## src/rtl/trng_seed_collector.sv

```systemverilog
// trng_seed_collector: Wishbone master that polls a TRNG, health-tests raw words
// and XOR-folds accepted words into a 32-bit seed.
module trng_seed_collector #(
    parameter logic [8:0] STATUS_ADR  = 9'h000,
    parameter logic [8:0] DATA_ADR    = 9'h004,
    parameter int         READY_BIT   = 0,
    parameter int         WORDS       = 2,
    parameter int         ACK_TIMEOUT = 16,
    parameter int         POLL_LIMIT  = 255,
    parameter int         MAX_REJECT  = 4
) (
    input  logic        wb_clk_i,
    input  logic        wb_rst_ni,
    input  logic        refresh_i,
    output logic        trng_wb_cyc_o,
    output logic        trng_wb_stb_o,
    output logic [8:0]  trng_wb_adr_o,
    output logic        trng_wb_we_o,
    output logic [31:0] trng_wb_dat_o,
    input  logic [31:0] trng_wb_dat_i,
    input  logic        trng_wb_ack_i,
    output logic [31:0] seed_o,
    output logic        seed_valid_o,
    output logic        busy_o,
    output logic        error_o,
    output logic [1:0]  error_code_o
);
    localparam int TW = $clog2(ACK_TIMEOUT + 1);
    typedef enum logic [2:0] {START, POLL, POLL_GAP, READ, EVAL, DONE, ERROR} state_t;
    state_t        state_q, state_d;
    logic          cyc_q, cyc_d, rdy_q, rdy_d;
    logic [8:0]    adr_q, adr_d;
    logic [31:0]   sample_q, sample_d, prev_q, prev_d, acc_q, acc_d, seed_q, seed_d;
    logic          valid_q, valid_d, busy_q, busy_d, err_q, err_d;
    logic [1:0]    code_q, code_d;
    logic [7:0]    poll_q, poll_d, rej_q, rej_d;
    logic [3:0]    words_q, words_d;
    logic [TW-1:0] tmo_q, tmo_d;
    logic          ack, expire, bad, restart;
    always_comb begin
        ack      = cyc_q & trng_wb_ack_i;
        expire   = cyc_q & ~trng_wb_ack_i & (tmo_q == TW'(ACK_TIMEOUT - 1));
        bad      = (sample_q == '0) | (&sample_q) | (sample_q == prev_q);
        restart  = refresh_i & ((state_q == DONE) | (state_q == ERROR));
        state_d  = state_q;
        cyc_d    = cyc_q;
        adr_d    = adr_q;
        rdy_d    = rdy_q;
        sample_d = sample_q;
        prev_d   = prev_q;
        acc_d    = acc_q;
        seed_d   = seed_q;
        valid_d  = valid_q;
        err_d    = err_q;
        code_d   = code_q;
        poll_d   = poll_q;
        rej_d    = rej_q;
        words_d  = words_q;
        tmo_d    = (cyc_q & ~trng_wb_ack_i) ? tmo_q + TW'(1) : '0;
        case (state_q)
            START: begin
                state_d = POLL;
                cyc_d   = 1'b1;
                adr_d   = STATUS_ADR;
            end
            POLL: if (ack) begin
                cyc_d  = 1'b0;
                rdy_d  = trng_wb_dat_i[READY_BIT];
                poll_d = rdy_d ? '0 : poll_q + 8'd1;
                if (!rdy_d && poll_d == 8'(POLL_LIMIT)) begin
                    state_d = ERROR;
                    err_d   = 1'b1;
                    code_d  = 2'b10;
                end else begin
                    state_d = POLL_GAP;
                end
            end
            // Every access is followed by this idle cycle; rdy_q picks the next access.
            POLL_GAP: begin
                cyc_d   = 1'b1;
                adr_d   = rdy_q ? DATA_ADR : STATUS_ADR;
                state_d = rdy_q ? READ : POLL;
            end
            READ: if (ack) begin
                cyc_d    = 1'b0;
                sample_d = trng_wb_dat_i;
                state_d  = EVAL;
            end
            EVAL: begin
                prev_d = sample_q;
                rdy_d  = 1'b0;
                if (bad && rej_q + 8'd1 == 8'(MAX_REJECT)) begin
                    state_d = ERROR;
                    err_d   = 1'b1;
                    code_d  = 2'b11;
                end else if (bad) begin
                    rej_d   = rej_q + 8'd1;
                    state_d = POLL_GAP;
                end else begin
                    acc_d   = acc_q ^ sample_q;
                    rej_d   = '0;
                    words_d = words_q + 4'd1;
                    seed_d  = (words_d == 4'(WORDS)) ? acc_d : seed_q;
                    valid_d = words_d == 4'(WORDS);
                    state_d = (words_d == 4'(WORDS)) ? DONE : POLL_GAP;
                end
            end
            default: ;
        endcase
        if (expire) begin
            cyc_d   = 1'b0;
            state_d = ERROR;
            err_d   = 1'b1;
            code_d  = 2'b01;
        end
        if (restart) begin
            state_d = POLL;
            cyc_d   = 1'b1;
            adr_d   = STATUS_ADR;
            rdy_d   = 1'b0;
            acc_d   = '0;
            poll_d  = '0;
            rej_d   = '0;
            words_d = '0;
            valid_d = 1'b0;
            err_d   = 1'b0;
            code_d  = 2'b00;
        end
        busy_d = (state_d == POLL) | (state_d == POLL_GAP) | (state_d == READ) | (state_d == EVAL);
    end
    always_ff @(posedge wb_clk_i or negedge wb_rst_ni) begin
        if (!wb_rst_ni) begin
            state_q  <= START;
            cyc_q    <= 1'b0;
            adr_q    <= '0;
            rdy_q    <= 1'b0;
            sample_q <= '0;
            prev_q   <= '0;
            acc_q    <= '0;
            seed_q   <= '0;
            valid_q  <= 1'b0;
            busy_q   <= 1'b0;
            err_q    <= 1'b0;
            code_q   <= 2'b00;
            poll_q   <= '0;
            rej_q    <= '0;
            words_q  <= '0;
            tmo_q    <= '0;
        end else begin
            state_q  <= state_d;
            cyc_q    <= cyc_d;
            adr_q    <= adr_d;
            rdy_q    <= rdy_d;
            sample_q <= sample_d;
            prev_q   <= prev_d;
            acc_q    <= acc_d;
            seed_q   <= seed_d;
            valid_q  <= valid_d;
            busy_q   <= busy_d;
            err_q    <= err_d;
            code_q   <= code_d;
            poll_q   <= poll_d;
            rej_q    <= rej_d;
            words_q  <= words_d;
            tmo_q    <= tmo_d;
        end
    end
    assign trng_wb_cyc_o = cyc_q;
    assign trng_wb_stb_o = cyc_q;
    assign trng_wb_adr_o = adr_q;
    assign trng_wb_we_o  = 1'b0;
    assign trng_wb_dat_o = '0;
    assign seed_o        = seed_q;
    assign seed_valid_o  = valid_q;
    assign busy_o        = busy_q;
    assign error_o       = err_q;
    assign error_code_o  = code_q;
endmodule

```

## config.mk

```make
export PLATFORM = sky130hd
export DESIGN_NAME = trng_seed_collector
export DESIGN_NICKNAME = d
export VERILOG_FILES = /design/src/rtl/trng_seed_collector.sv
export SDC_FILE = /design/constraint.sdc
export NUM_CORES = 1
export LEC_CHECK = 0
export ABC_AREA = 1
export BUFFER_PORTS_ARGS = -buffer_cell sky130_fd_sc_hd__buf_2
export CAP_MARGIN = 20
export CORE_MARGIN = 5
export CORE_UTILIZATION = 56
export CTS_BUF_LIST = sky130_fd_sc_hd__clkbuf_4
export DETAILED_ROUTE_END_ITERATION = 16
export PLACE_DENSITY = 0.77
export SLEW_MARGIN = 20
export SYNTH_ARGS = -nofsm -noshare
export SYNTH_HDL_FRONTEND = slang
export SYNTH_SLANG_ARGS = --single-unit
```

## constraint.sdc

```tcl
create_clock -name wb_clk_i -period 1.9 [get_ports wb_clk_i]
set_input_delay 0 -clock wb_clk_i [delete_from_list [all_inputs] [get_ports wb_clk_i]]
set_output_delay 0 -clock wb_clk_i [all_outputs]
set_load 0.005 [all_outputs]
```

==> results by group <==
Outcome
  – Status: complete, but fails checks
  – Failing checks: negative setup slack

Clocking
  – Clock Tree Buf Depth: 2
  – CTS Root Cell: clkbuf_4
  – Worst-path clk slew: 0.15 ns
  – Clock sinks: 164
  – CTS tree: built
  – H-tree Lvls: 4
  – Worst-Skew Late Latency: 0.58 ns
  – Num CTS Buffers: 17

Synth
  – Synth Flop Type: dfrtp_1
  – Number of flops mapped to enable cells by yosys: 0
  – Sequential area share after synthesis: 52.52%
  – Seq cells post-synth: 164
  – Yosys Warn Count: 0
  – Post-synth ARST share: 100.0%
  – Mapped Area: 7814 µm²
  – Netlist cell types: 30
  – Cells after Synth: 896
  – Avg Cell Area, Syn: 8.721 µm²

Place
  – Pre-CTS setup slack: -0.05225 ns
  – Buffers on Ports: 75
  – Final Wtd Congestion: 0.8595
  – DP HPWL: 11.67 mm

Worst setup path
  – Max FO, Critical Path: 5
  – Crit path largest cell delay: 0.46 ns
  – WP buf/inv: 3
  – Crit path DAT: 2.56 ns
  – Crit-path slowest cell: dfrtp_1
  – Crit-path cells: xnor2_1, nand2_1, nor2_1, nand2_1, nor2_2, nand2_2, nand2_4, inv_4, a21oi_4, buf_6, buf_12, nand2_1, o21ai_1
  – Startpoint types: flip-flop
  – Critical Setup Path Class: flip-flop to flip-flop
  – CP Capture Type: flip-flop
  – Top delay family on crit path: simple AND/OR/NAND/NOR gates
  – Critical Path RT: 2.41 ns
  – Cell repeated most along the worst path: nand2_1

Detailed routing
  – Via Count: 6641
  – Drt pass-1 iters: 5
  – Initial drt markers: 536
  – Wire per inst: 15.40 µm
  – # DRC: 0
  – DRT Wirelength: 19.36 mm
  – Avg Vias per Cell: 5.283
  – DRT antenna net count: 0

Power and ir drop
  – PD cells: 1356 nW/µm²
  – Leak: 4.720 nW
  – Largest vdd supply drop: 763.3 µV

STA
  – Period utilisation layout: 107.7%
  – FMAX: 488.9 MHz
  – Final setup skew: 0.02945 ns
  – Final Max Slew Viols: 0
  – Worst setup slack after layout: -0.1456 ns
  – Hold slack final: 0.1500 ns
  – # setup viols final: 69
  – RSZ-0062 raised after global routing: yes
  – Minimum clock period: 2.046 ns
  – Final Hold Viols: 0

Global routing
  – Antenna violations before repair: 1
  – Grt total ovfl: 0
  – First-pass GRT wire length: 30.00 mm
  – Largest net degree at the start of global routing: 46
  – Total GRT Usage: 22.86%
  – Vias in the first global route: 6412

Floorplanning
  – CORE AREA: 13770 µm²
  – Die height: 128.1 µm
  – Top-Level Pins: 117
  – Die span in x: 128.1 µm
  – Starting density of the core: 56.73%
  – Die area: 16420 µm²
  – # rows: 43

Min path
  – Hold Path Class: input pin to flip-flop

Cells and area
  – Syn-to-layout area delta: 27.01%
  – Layout cells sized above 1: 26.77%
  – Most frequent cells in the layout: nand2_1 (199), dfrtp_1 (149), o21ai_0 (102)
  – Commonest non-fill, non-tap cell in the layout: nand2_1
  – Final net count: 1106

Run
  – Max_cap viols: 0
==> cell type report <==
class / count / area [µm²]
flip-flops and latches: 164 / 4123
well taps: 180 / 225.2
fillers: 993 / 3849
diodes: 1 / 2.502
inverters: 75 / 289.0
repair buffers: 179 / 1474
multi-input cells: 626 / 3453
clock inverters: 14 / 222.7
clock buffers: 18 / 135.1
==> worst register-to-register path, cell delays in order (launching register included) <==
cell,delay [ns]
dfrtp_1,0.46
xnor2_1,0.17
nand2_1,0.08
nor2_1,0.13
nand2_1,0.09
nor2_2,0.16
nand2_2,0.10
nand2_4,0.08
inv_4,0.05
a21oi_4,0.23
buf_6,0.17
buf_12,0.14
nand2_1,0.05
o21ai_1,0.08
==> path summary, 6_finish.rpt <==
check | start | slack (ns) | end | cells after the start
worst max-delay path | sample_q[9] | -0.15 | acc_q[20] | 13
worst min-delay path | trng_wb_dat_i[23] | 0.15 | sample_q[23] | 4
worst max register to register | sample_q[9] | -0.15 | acc_q[20] | 13
worst min register to register | tmo_q[0] | 0.47 | tmo_q[0] | 1
max in group asynchronous | wb_rst_ni | 1.08 | sample_q[10] | 4
min in group asynchronous | wb_rst_ni | 0.53 | prev_q[16] | 4
==> cells in the mapped netlist, types with 3 or more instances <==
cell        n  area (µm²)
a21oi_1     6       30.03
buf_2       8       40.04
buf_4      42       315.3
buf_6       3       33.78
clkbuf_1   15       56.30
clkbuf_2    3       15.01
dfrtp_1   164        4104
ha_1        7       87.58
inv_1      65       244.0
inv_2      10       37.54
nand2_1   227       852.1
nand3_1    35       175.2
nand4_1    25       156.4
nor2_1     48       180.2
nor3_1      7       35.03
o21ai_0   135       675.7
o21ai_1    11       55.05
o22ai_1     5       31.28
xnor2_1    61       534.3
xor2_1      6       52.55
==> flip-flops by register name (all words and copies together) (netlist names), 4 cells and up <==
name / count
words_q: 4
rej_q: 8
poll_q: 8
prev_q: 32
acc_q: 32
seed_o: 32
tmo_q: 5
sample_q: 32
==> per-stage QoR <==
| stage | area, µm² | cells | util, % | power (mW) | setup TNS [ns] |
|---|---|---|---|---|---|
| 6_report | 9925 | 1257 | 72.06 | 13.46 | -4.576 |
| 5_1_grt | 9925 | 1257 | 72.06 | 14.34 | -13.06 |
| 4_1_cts | 9348 | 1230 | 67.87 | 12.70 | -1.413 |
| 3_5_place_dp | 8423 | 1150 | 61.16 | 9.817 | -0.5047 |
| 3_3_place_gp | 8423 | 1150 | 61.16 | 9.662 | 0 |
| 2_1_floorplan | 7964 | 936 | - | 8.542 | 0 |
==> cells by family (layout without fill, tap and decap cells) <==
group / Yosys count / after routing / synth area share (%)
adders and majority gates: 7 / 7 / 1.121
DFF: 164 / 164 / 52.52
xor gates and xnor gates: 67 / 67 / 7.510
buffers and inverters: 146 / 286 / 9.495
and+or+nand+nor: 349 / 349 / 18.54
other: 1 / 42 / 0.04799
AOI/OAI and AO/OA: 162 / 162 / 10.76
==> where the power goes <==
part / leakage (nW) / switching [mW] / internal, mW
registers: 2.13 / 1.10 / 4.64
logic: 2.40 / 2.78 / 2.44
clock network: 0.195 / 1.28 / 1.21
==> routing by layer <==
metal / wire (µm) / global-route usage (%)
met1: 8141 / 29.34
met2: 9740 / 37.74
met3: 894 / 4.750
met4: 583 / 9.738
met5: 0 / 0
==> timing repair <==
| item | 4_1_cts | 5_1_grt |
|---|---|---|
| setup buffers | 8 | 23 |
| resized for setup | 22 | 136 |
| setup endpoints to repair | 48 | 84 |
| gates cloned | 3 | 4 |
| pin swaps | 0 | 25 |
| hold endpoints to repair | 213 | 0 |
| hold buffers | 37 | 0 |
No activity file was read; power rests on OpenSTA's default activity.
